## src/rtl/noc_ni_pkg.sv

```systemverilog
// Shared definitions for the network-interface injection stage: flit-type
// codes, the handshake FSM state encoding and the 1-of-4 symbol encoder.
package noc_ni_pkg;

  localparam logic [2:0] FT_HEAD = 3'b001;
  localparam logic [2:0] FT_DATA = 3'b010;
  localparam logic [2:0] FT_TAIL = 3'b100;

  // Four-phase handshake: idle/accepting, request held, return-to-zero.
  typedef enum logic [1:0] {
    ST_IDLE = 2'd0,
    ST_REQ  = 2'd1,
    ST_RTZ  = 2'd2
  } ni_state_e;

  // A 2-bit pair maps to a single hot rail: value v raises rail v.
  function automatic logic [3:0] enc14(input logic [1:0] i_pair);
    return 4'b0001 << i_pair;
  endfunction

endpackage

```

## src/rtl/ni_sync.sv

```systemverilog
// Two-flop synchronizer that brings an asynchronous handshake wire from the
// router into the clk domain. Both stages clear on reset.
module ni_sync (
  input  logic clk,
  input  logic rst,
  input  logic i_d,
  output logic o_q
);

  logic r_meta;
  logic r_sync;

  // Shift the asynchronous input through two stages; the first may go
  // metastable, the second is what the rest of the design looks at.
  always_ff @(posedge clk) begin
    if (rst) begin
      r_meta <= 1'b0;
      r_sync <= 1'b0;
    end else begin
      r_meta <= i_d;
      r_sync <= r_meta;
    end
  end

  assign o_q = r_sync;

endmodule

```

## src/rtl/ni_local_tx.sv

```systemverilog
// Synchronous-to-QDI injection stage. Binary flits from the core are encoded
// into 1-of-4 rails, driven to the router with a four-phase return-to-zero
// handshake against lia, and gated by per-VC credits returned on lic/lica.
module ni_local_tx
  import noc_ni_pkg::*;
#(
  parameter int VCN = 1,
  parameter int DW  = 32,
  parameter int FT  = 3,
  parameter int SCN = DW / 2,
  parameter int CRD = 4
) (
  input  logic                            clk,
  input  logic                            rst,
  input  logic                            in_valid,
  output logic                            in_ready,
  input  logic [DW-1:0]                   in_data,
  input  logic [FT-1:0]                   in_ft,
  input  logic [VCN-1:0]                  in_vc,
  output logic [SCN-1:0]                  li0,
  output logic [SCN-1:0]                  li1,
  output logic [SCN-1:0]                  li2,
  output logic [SCN-1:0]                  li3,
  output logic [FT-1:0]                   lift,
  output logic [VCN-1:0]                  livc,
  input  logic                            lia,
  input  logic [VCN-1:0]                  lic,
  output logic [VCN-1:0]                  lica,
  output logic [VCN*$clog2(CRD+1)-1:0]    crd
);

  localparam int CW = $clog2(CRD + 1);
  localparam logic [VCN-1:0] VC_ONE  = VCN'(1);
  localparam logic [CW-1:0]  CRD_MAX = CW'(CRD);
  localparam logic [CW-1:0]  CRD_ONE = CW'(1);

  ni_state_e r_state;
  ni_state_e w_stateNext;

  logic           w_ackS;
  logic [VCN-1:0] w_crS;

  logic [SCN-1:0] r_li0;
  logic [SCN-1:0] r_li1;
  logic [SCN-1:0] r_li2;
  logic [SCN-1:0] r_li3;
  logic [FT-1:0]  r_lift;
  logic [VCN-1:0] r_livc;
  logic [VCN-1:0] r_lica;
  logic [CW-1:0]  r_credit [VCN];

  logic [SCN-1:0] w_enc0;
  logic [SCN-1:0] w_enc1;
  logic [SCN-1:0] w_enc2;
  logic [SCN-1:0] w_enc3;

  logic           w_vcOneHot;
  logic           w_crdAvail;
  logic           w_accept;
  logic           w_clearRails;
  logic [VCN-1:0] w_crNonZero;
  logic [VCN-1:0] w_crRise;
  logic [VCN-1:0] w_crFall;
  logic [VCN-1:0] w_dec;

  // Synchronizers for the router's data ack and each credit request.
  ni_sync u_syncAck (
    .clk (clk),
    .rst (rst),
    .i_d (lia),
    .o_q (w_ackS)
  );

  for (genvar gv = 0; gv < VCN; gv++) begin : g_crSync
    ni_sync u_syncCr (
      .clk (clk),
      .rst (rst),
      .i_d (lic[gv]),
      .o_q (w_crS[gv])
    );
  end

  // Encode every 2-bit pair of the payload into its 1-of-4 rail slice.
  always_comb begin
    logic [3:0] sym;
    w_enc0 = '0;
    w_enc1 = '0;
    w_enc2 = '0;
    w_enc3 = '0;
    for (int k = 0; k < SCN; k++) begin
      sym       = enc14(in_data[2*k +: 2]);
      w_enc0[k] = sym[0];
      w_enc1[k] = sym[1];
      w_enc2[k] = sym[2];
      w_enc3[k] = sym[3];
    end
  end

  // Decide whether the requested VC is legal and has a credit left. A zero
  // or multi-hot in_vc never qualifies, so such a flit is never accepted.
  always_comb begin
    w_vcOneHot = (in_vc != '0) && ((in_vc & (in_vc - VC_ONE)) == '0);
    for (int v = 0; v < VCN; v++) begin
      w_crNonZero[v] = (r_credit[v] != '0);
    end
    w_crdAvail = |(in_vc & w_crNonZero);
  end

  // Handshake next-state and control. in_ready is only offered from IDLE
  // once the previous ack has fully returned to zero.
  always_comb begin
    w_stateNext  = r_state;
    in_ready     = 1'b0;
    w_accept     = 1'b0;
    w_clearRails = 1'b0;
    case (r_state)
      ST_IDLE: begin
        in_ready = !rst && !w_ackS && w_vcOneHot && w_crdAvail;
        w_accept = in_ready && in_valid;
        if (w_accept) begin
          w_stateNext = ST_REQ;
        end
      end
      ST_REQ: begin
        if (w_ackS) begin
          w_clearRails = 1'b1;
          w_stateNext  = ST_RTZ;
        end
      end
      ST_RTZ: begin
        if (!w_ackS) begin
          w_stateNext = ST_IDLE;
        end
      end
      default: begin
        w_stateNext = ST_IDLE;
      end
    endcase
  end

  // Handshake state register.
  always_ff @(posedge clk) begin
    if (rst) begin
      r_state <= ST_IDLE;
    end else begin
      r_state <= w_stateNext;
    end
  end

  // Rail registers: capture the encoded flit on accept, hold it through the
  // request phase and drop everything to zero once the router acks.
  always_ff @(posedge clk) begin
    if (rst) begin
      r_li0  <= '0;
      r_li1  <= '0;
      r_li2  <= '0;
      r_li3  <= '0;
      r_lift <= '0;
      r_livc <= '0;
    end else if (w_accept) begin
      r_li0  <= w_enc0;
      r_li1  <= w_enc1;
      r_li2  <= w_enc2;
      r_li3  <= w_enc3;
      r_lift <= in_ft;
      r_livc <= in_vc;
    end else if (w_clearRails) begin
      r_li0  <= '0;
      r_li1  <= '0;
      r_li2  <= '0;
      r_li3  <= '0;
      r_lift <= '0;
      r_livc <= '0;
    end
  end

  // Credit edges. lica mirrors the last credit level we acted on, so it
  // doubles as the edge-detect history: a held-high request counts once.
  always_comb begin
    w_crRise = w_crS & ~r_lica;
    w_crFall = ~w_crS & r_lica;
    w_dec    = {VCN{w_accept}} & in_vc;
  end

  // Credit acknowledge: raise on a request rise, drop on its fall.
  always_ff @(posedge clk) begin
    if (rst) begin
      r_lica <= '0;
    end else begin
      r_lica <= (r_lica | w_crRise) & ~w_crFall;
    end
  end

  // Per-VC credit counters. A simultaneous return and spend cancel out;
  // returns beyond the buffer depth are dropped.
  always_ff @(posedge clk) begin
    if (rst) begin
      for (int v = 0; v < VCN; v++) begin
        r_credit[v] <= CRD_MAX;
      end
    end else begin
      for (int v = 0; v < VCN; v++) begin
        if (w_crRise[v] && !w_dec[v] && (r_credit[v] != CRD_MAX)) begin
          r_credit[v] <= r_credit[v] + CRD_ONE;
        end else if (w_dec[v] && !w_crRise[v]) begin
          r_credit[v] <= r_credit[v] - CRD_ONE;
        end
      end
    end
  end

  for (genvar gv = 0; gv < VCN; gv++) begin : g_crdOut
    assign crd[gv*CW +: CW] = r_credit[gv];
  end

  assign li0  = r_li0;
  assign li1  = r_li1;
  assign li2  = r_li2;
  assign li3  = r_li3;
  assign lift = r_lift;
  assign livc = r_livc;
  assign lica = r_lica;

endmodule

```

## config.mk

```make
export PLATFORM = sky130hd
export DESIGN_NAME = ni_local_tx
export DESIGN_NICKNAME = d
export VERILOG_FILES = /design/src/rtl/noc_ni_pkg.sv /design/src/rtl/ni_sync.sv /design/src/rtl/ni_local_tx.sv
export SDC_FILE = /design/constraint.sdc
export NUM_CORES = 1
export LEC_CHECK = 0
export BUFFER_PORTS_ARGS = -buffer_cell sky130_fd_sc_hd__buf_2
export CORE_MARGIN = 2
export CORE_UTILIZATION = 40
export DETAILED_ROUTE_END_ITERATION = 16
export HOLD_SLACK_MARGIN = 0.02
export PLACE_DENSITY = 0.71
export SLEW_MARGIN = 15
export SYNTH_ARGS = -nofsm -noshare
export SYNTH_HDL_FRONTEND = slang
export SYNTH_SLANG_ARGS = --single-unit
export TNS_END_PERCENT = 100
```

## constraint.sdc

```tcl
create_clock -name clk -period 1.74 [get_ports clk]
set_clock_uncertainty 0.1 [all_clocks]
set_input_delay 0.348 -clock clk [delete_from_list [all_inputs] [get_ports clk]]
set_output_delay 0.348 -clock clk [all_outputs]
set_load 0.005 [all_outputs]
```

# After elaboration in Yosys (flattened, before gate mapping)
# Memories as Yosys holds them, arrays and structs flattened.
# Cells that the tools add are included.
[word_totals]
ff_bits = 75
latchBits = 0
mem_bits_rw = 3
rom_bits = 0
inputBits = 41
output_inout_bits = 73
elab_cells = 97
mem_count = 1
[classes]
addsub = 3
mul = 0
div = 0
magnitude_cmp = 0
eq_ne = 6
n_shift = 16
n_mux = 30
bitwise = 11
n_reduce_logical = 18
[mem_list]
columns = ["memory", "words", "word_bits", "rd", "rd_ports_with_merged_regs", "wr", "line_no", "source"]
rows = [
  ["r_credit", 1, 3, 1, 0, 1, "ni_local_tx.sv:50", "logic [CW-1:0] r_credit [VCN];"],
]
[ops]
columns = ["operator", "n"]
rows = [
  ["two-way mux 16 bit", 5],
  ["<< shifter 1 x 2 -> 4 bit (first input constant)", 16],
  ["two-way mux 1 bit", 17],
  ["two-way mux 3 bit", 4],
  ["logical AND 1 bit", 8],
  ["AND 1 bit", 6],
  ["two-way mux 2 bit", 3],
  ["case mux 2 bit (3 select lines)", 1],
  ["OR reduction 3 bit", 2],
  ["logical NOT 1 bit", 4],
  ["!= test 2 bit (second input constant)", 2],
  ["inverter 1 bit", 4],
  ["adder 3 x 1 -> 3 bit (second input constant)", 1],
  ["!= test 3 bit (second input constant)", 1],
  ["AND reduction 3 bit", 1],
  ["nonzero test 3 bit", 1],
  ["subtractor 3 x 1 -> 3 bit (second input constant)", 1],
  ["equality test 2 x 1 -> 1 bit (second input constant)", 1],
  ["equality test 2 bit (second input constant)", 1],
  ["logical NOT 2 bit", 1],
  ["!= test 2 x 1 -> 1 bit (second input constant)", 1],
  ["nonzero test 2 bit", 1],
  ["bitwise OR 1 bit", 1],
  ["subtractor 1 bit (second input constant)", 1],
]

# Logic depth before layout (Yosys ltp)
[depth]
ltp_word = 18
mapped_depth = 8
depth_no_buf = 6

# Hierarchy
# Synthesis repeated with hierarchy kept, for this count alone.
[unflattened]
cells_unflattened = 254
hier_area_um2 = 2792.7
[by_module_without_submodules]
columns = ["module", "instances", "cells_per_inst", "area_per_inst_um2", "seq_area_each_um2"]
rows = [
  ["ni_local_tx", 1, 246, 2687.6, 1511.4],
  ["ni_sync", 2, 4, 52.6, 40.0],
]

# Worst setup path before layout
# No wires, ideal clock.
[synth_path]
path_kind = "register -> register"
start = "mem r_credit[0][0] in the netlist's numbering"
end = "mem r_credit[0][2] in the netlist's numbering, data pin"
arrival_time_ns = 1.443
t_required_ns = 1.378
path_slack_ns = -0.065
stages_incl_launch_ff = 9
path_buffers = 2
period_less_slack_ns = 1.805
path_cell_list = "edfxtp_1 inv_1 ha_1 nand2b_1 and3_1 buf_4 buf_4 o221ai_1 o21ai_1"
[synth_between]
elab_chain_len = 16
word_cells_on_any_way = 25
[synth_lines]
columns = ["item", "line_no", "source"]
rows = [
  ["start: declaration", "ni_local_tx.sv:50", ""],
  ["memory (1 x 3 bit) (*)", "-", ""],
  ["nonzero test 3 bit", "ni_local_tx.sv:104", "w_crNonZero[v] = (r_credit[v] != '0);"],
  ["AND 1 bit", "ni_local_tx.sv:106", "w_crdAvail = |(in_vc & w_crNonZero);"],
  ["logical AND 1 bit", "ni_local_tx.sv:118", "in_ready = !rst && !w_ackS && w_vcOneHot && w_crdAvail;"],
  ["logical AND 1 bit", "ni_local_tx.sv:119", "w_accept = in_ready && in_valid;"],
  ["two-way mux 1 bit", "ni_local_tx.sv:116", "case (r_state)"],
  ["AND 1 bit", "ni_local_tx.sv:182", "w_dec = {VCN{w_accept}} & in_vc;"],
  ["logical NOT 1 bit", "ni_local_tx.sv:203", "if (w_crRise[v] && !w_dec[v] && (r_credit[v] != CRD_MAX)) begin"],
  ["logical AND 1 bit (2 in a row)", "ni_local_tx.sv:203", ""],
  ["two-way mux 1 bit", "ni_local_tx.sv:203", ""],
  ["two-way mux 1 bit", "ni_local_tx.sv:197", "if (rst) begin"],
  ["two-way mux 1 bit (not written as such)", "ni_local_tx.sv:204", "r_credit[v] <= r_credit[v] + CRD_ONE;"],
  ["OR reduction 3 bit (no source line)", "-", ""],
  ["two-way mux 3 bit (no source line)", "-", ""],
  ["two-way mux 3 bit (no source line) (*)", "-", ""],
]
# Mark *: on every way between the ends. The rest lies on a longest branch, timed or not.

# Final worst setup path
[layout_path]
start = "mem r_credit[0][0] in the netlist's numbering"
end = "out in_ready"
[layout_between]
elab_chain_len = 5
[layout_lines]
columns = ["item", "line_no", "source"]
rows = [
  ["memory (1 x 3 bit)", "-", ""],
  ["nonzero test 3 bit", "ni_local_tx.sv:104", ""],
  ["AND 1 bit", "ni_local_tx.sv:106", ""],
  ["logical AND 1 bit", "ni_local_tx.sv:118", ""],
  ["two-way mux 1 bit", "ni_local_tx.sv:116", ""],
  ["end: declaration", "ni_local_tx.sv:16", "output logic in_ready,"],
]
# Every way passes these cells.

==> results.yml <==
worst_setup_path:
  worstPathArrival_ns: 1.45
  r2r_slack_ns: -0.14
  r2r_start: "r_credit[0][0]"
  r2r_end: "r_credit[0][2]"
  critPathKind: "flop to output pin"
  crit_path_start_kind: "flop"
  critical_path.max_fanout: 2
  critPathBufInv: 3
  required_ns: 1.29
  slowest_delay_ns: 0.41
  cpLargestDelayFamily: "flip-flops"
  rr_worst_depth: 9
  crit_top_cell: "buf_6"
  end_kind: "output pin"
  cpMaxStageDelayCell: "edfxtp_1"
  worstPathCellList: "inv_2, ha_4, nand2b_4, buf_6, and3_4, buf_6"
timing:
  finalSetupTns_ns: -6.311
  fin_crit_ns: 1.897
  tightest_slew_ns: 0.4964
  maxSlewHeadroom_pct: 66.87
  finalCritPeriodShare_pct: 109.0
  max_freq_mhz: 527.2
  rsz0062_at_grt: "yes"
  setup_ws_ns: -0.1569
  drv_slew: 0
  setup_viol: 69
  hold_viol: 0
cts:
  cts_htree_levels: 3
  cts_sinks: 78
  hold_buffers: 0
  root_buffer: "clkbuf_8"
  cts.path.max_buffers: 2
  cts_buffers: 9
  clk_pin_slew_ns: 0.08
  cts_tree: "yes"
  clock_latency_ns: 0.34
routing:
  via_per_inst: 5.133
  via_count: 2541
  totalWireLength_mm: 7.408
  final_antenna_net_count: 0
  dr.pass1.iters: 4
  drt_iter0_drc: 82
  remaining_drc_errors: 0
  drt-wirelength-per-cell_microns: 14.97
power:
  seqPwrFrac_pct: 50.7
  switching_share_pct: 23.97
  p_leak_uw: 0.001993
  clockPowerShare_pct: 36.4
  p_sw_uw: 897.4
  p_per_area_mw_per_mm2: 921.5
  finalPower_uw: 3744
  peakVddDrop_mv: 0.5125
  comb_power_share_pct: 12.9
  internal-power_uw: 2846
floorplanning:
  die_y_microns: 87.58
  chipWidth_microns: 87.58
  core_region_area_sq_mm: 0.006794
  num_io_pins: 114
  start_util_pct: 41.12
  die-area_sq_mm: 0.007669
  num_rows: 30
synth:
  synth_cell_types: 32
  seq_area_frac_synth_pct: 56.96
  syn_area_per_cell_sq_um: 10.83
  ys_ff_latch: 78
  synth_nets: 302
  synth_flop_cell: "dfxtp_1"
  syn_area_sq_mm: 0.002794
  synthArstFlopShare_pct: 0
  synth_edf_count: 3
  ys.warnings.count: 0
  synth_cells: 258
min_path:
  min-delay-start: "lia"
  worst_hold_path.num_cells: 2
  min_path_type: "input pin to flop"
  holdPathEnd: "u_syncAck.r_meta"
global_routing:
  grt_max_degree: 33
  grt_usage_pct: 17.56
  gr-total-overflow: 0
  antenna_found_initial: 0
  grt_pass1_vias: 2375
  grt_pass1_wl_mm: 10.72
layout:
  diodes: 0
  final_cells: 495
  layout-drive-gt1-share_pct: 45.11
  nNetsFinal: 439
  nFillCells: 602
  layout_commonest_cell: "buf_2"
  syn_to_final_growth_pct: 45.41
  layout_common_cells: "112 x buf_2, 75 x dfxtp_1, 24 x nand2_1, 17 x nor3_1, 17 x nor2_1"
place:
  post-place-ws_ns: -0.03898
  hpwl_mm: 4.575
  portBuffers: 113
  dp.cells: 464
  gp_congestion: 0.7527
job:
  cap_viol_max_count: 0
status:
  outcome: "finished, violations left"
  violations: "negative setup slack"
per-stage QoR:
stage / hold slack (ns) / utilization (%) / instance area, sq um
after floorplan: 0.3138 / - / 2815
after global placement: 0.3181 / 51.69 / 3512
after detailed placement: 0.3274 / 51.69 / 3512
after CTS: 0.09979 / 55.93 / 3800
after global routing: 0.1159 / 59.80 / 4063
final: 0.1092 / 59.80 / 4063
worst max path at each step:
stage | cells past startpoint | endpoint | start | slack [ns]
after floorplan | 8 | r_credit[0][2] | r_credit[0][0] | -0.02
after global placement | 7 | li1[4] | r_credit[0][0] | 0.01
after detailed placement | 7 | li2[3] | r_credit[0][1] | -0.04
after CTS | 6 | in_ready | r_credit[0][1] | -0.14
after global routing | 9 | li3[7] | r_credit[0][0] | -0.22
final | 6 | in_ready | r_credit[0][0] | -0.16
power by group through the flow:
stage               Clock, uW  Sequential (uW)  Combinational (uW)
floorplan                   0             1940                 173
global placement            0             1930                 355
detailed placement          0             1940                 362
CTS                      1390             1900                 399
global route             1470             1910                 527
finish                   1360             1900                 484
synth_stat cells (4+ instances only):
master     instances  area [sq um]
nand2_1           24         90.09
buf_6              4         45.04
buf_2              6         30.03
buf_4              4         30.03
o2bb2ai_1         16         140.1
nor2b_1            6         37.54
a21o_1            16         120.1
inv_1              5         18.77
nor3_1            17         85.08
a22o_1            16         140.1
dfxtp_1           75          1501
nor2_1            18         67.56
a21oi_1            4         20.02
nand3_1            5         25.02
a32o_1            16         160.2
metal layers:
layer | vias to the layer above | GRT usage [%] | share of wire [%]
li1 | 1231 | - | -
met1 | 1213 | 22.24 | 45
met2 | 84 | 28.99 | 48
met3 | 13 | 4.147 | 5.5
met4 | 0 | 6.993 | 1.5
met5 | - | 0 | 0
worst register-to-register path: cells and delay by family (launching register included):
kind | cells | cell delay, ns
AND/OR/NAND/NOR | 2 | 0.24
adder cells (fa/ha/maj) | 1 | 0.15
AO/OA/AOI/OAI | 2 | 0.24
flip-flops | 1 | 0.41
buffers and inverters | 4 | 0.48
area by class of cell:
| class | count | area [sq um] | share of cell area (%) |
|---|---|---|---|
| clock buffers | 12 | 155.1 | 3.819 |
| clock inverters | 3 | 43.79 | 1.078 |
| inverters | 5 | 18.77 | 0.4620 |
| multi-input cells | 158 | 1205 | 29.66 |
| flip-flops and latches | 78 | 1592 | 39.17 |
| well taps | 96 | 120.1 | 2.957 |
| repair buffers | 143 | 928.4 | 22.85 |
timing repair:
item,4_1_cts,5_1_grt
buffers inserted,6,6
endpoints found under the setup margin,44,74
pin swaps,14,23
cloned,1,4
resized for setup,9,24
flip-flops by register name (all words and copies together) (netlist names):
register,count
g_crSync.u_syncCr.o_q,1
g_crSync.u_syncCr.r_meta,1
li0,16
li1,16
li2,16
li3,16
lica,1
lift,3
livc,1
r_credit,3
r_state,2
u_syncAck.o_q,1
u_syncAck.r_meta,1
cell families (layout without fill, tap and decap cells):
kind of cell	after synthesis	after routing	share of synthesized area, %
AOI/OAI and AO/OA	73	73	22.03
and+or+nand+nor	80	80	14.15
DFF	78	78	56.96
buffers and inverters	22	163	4.837
muxes	1	1	0.3583
adders and majority gates	3	3	1.344
xor gates and xnor gates	1	1	0.3135
Power figures use the tool's default switching activity.
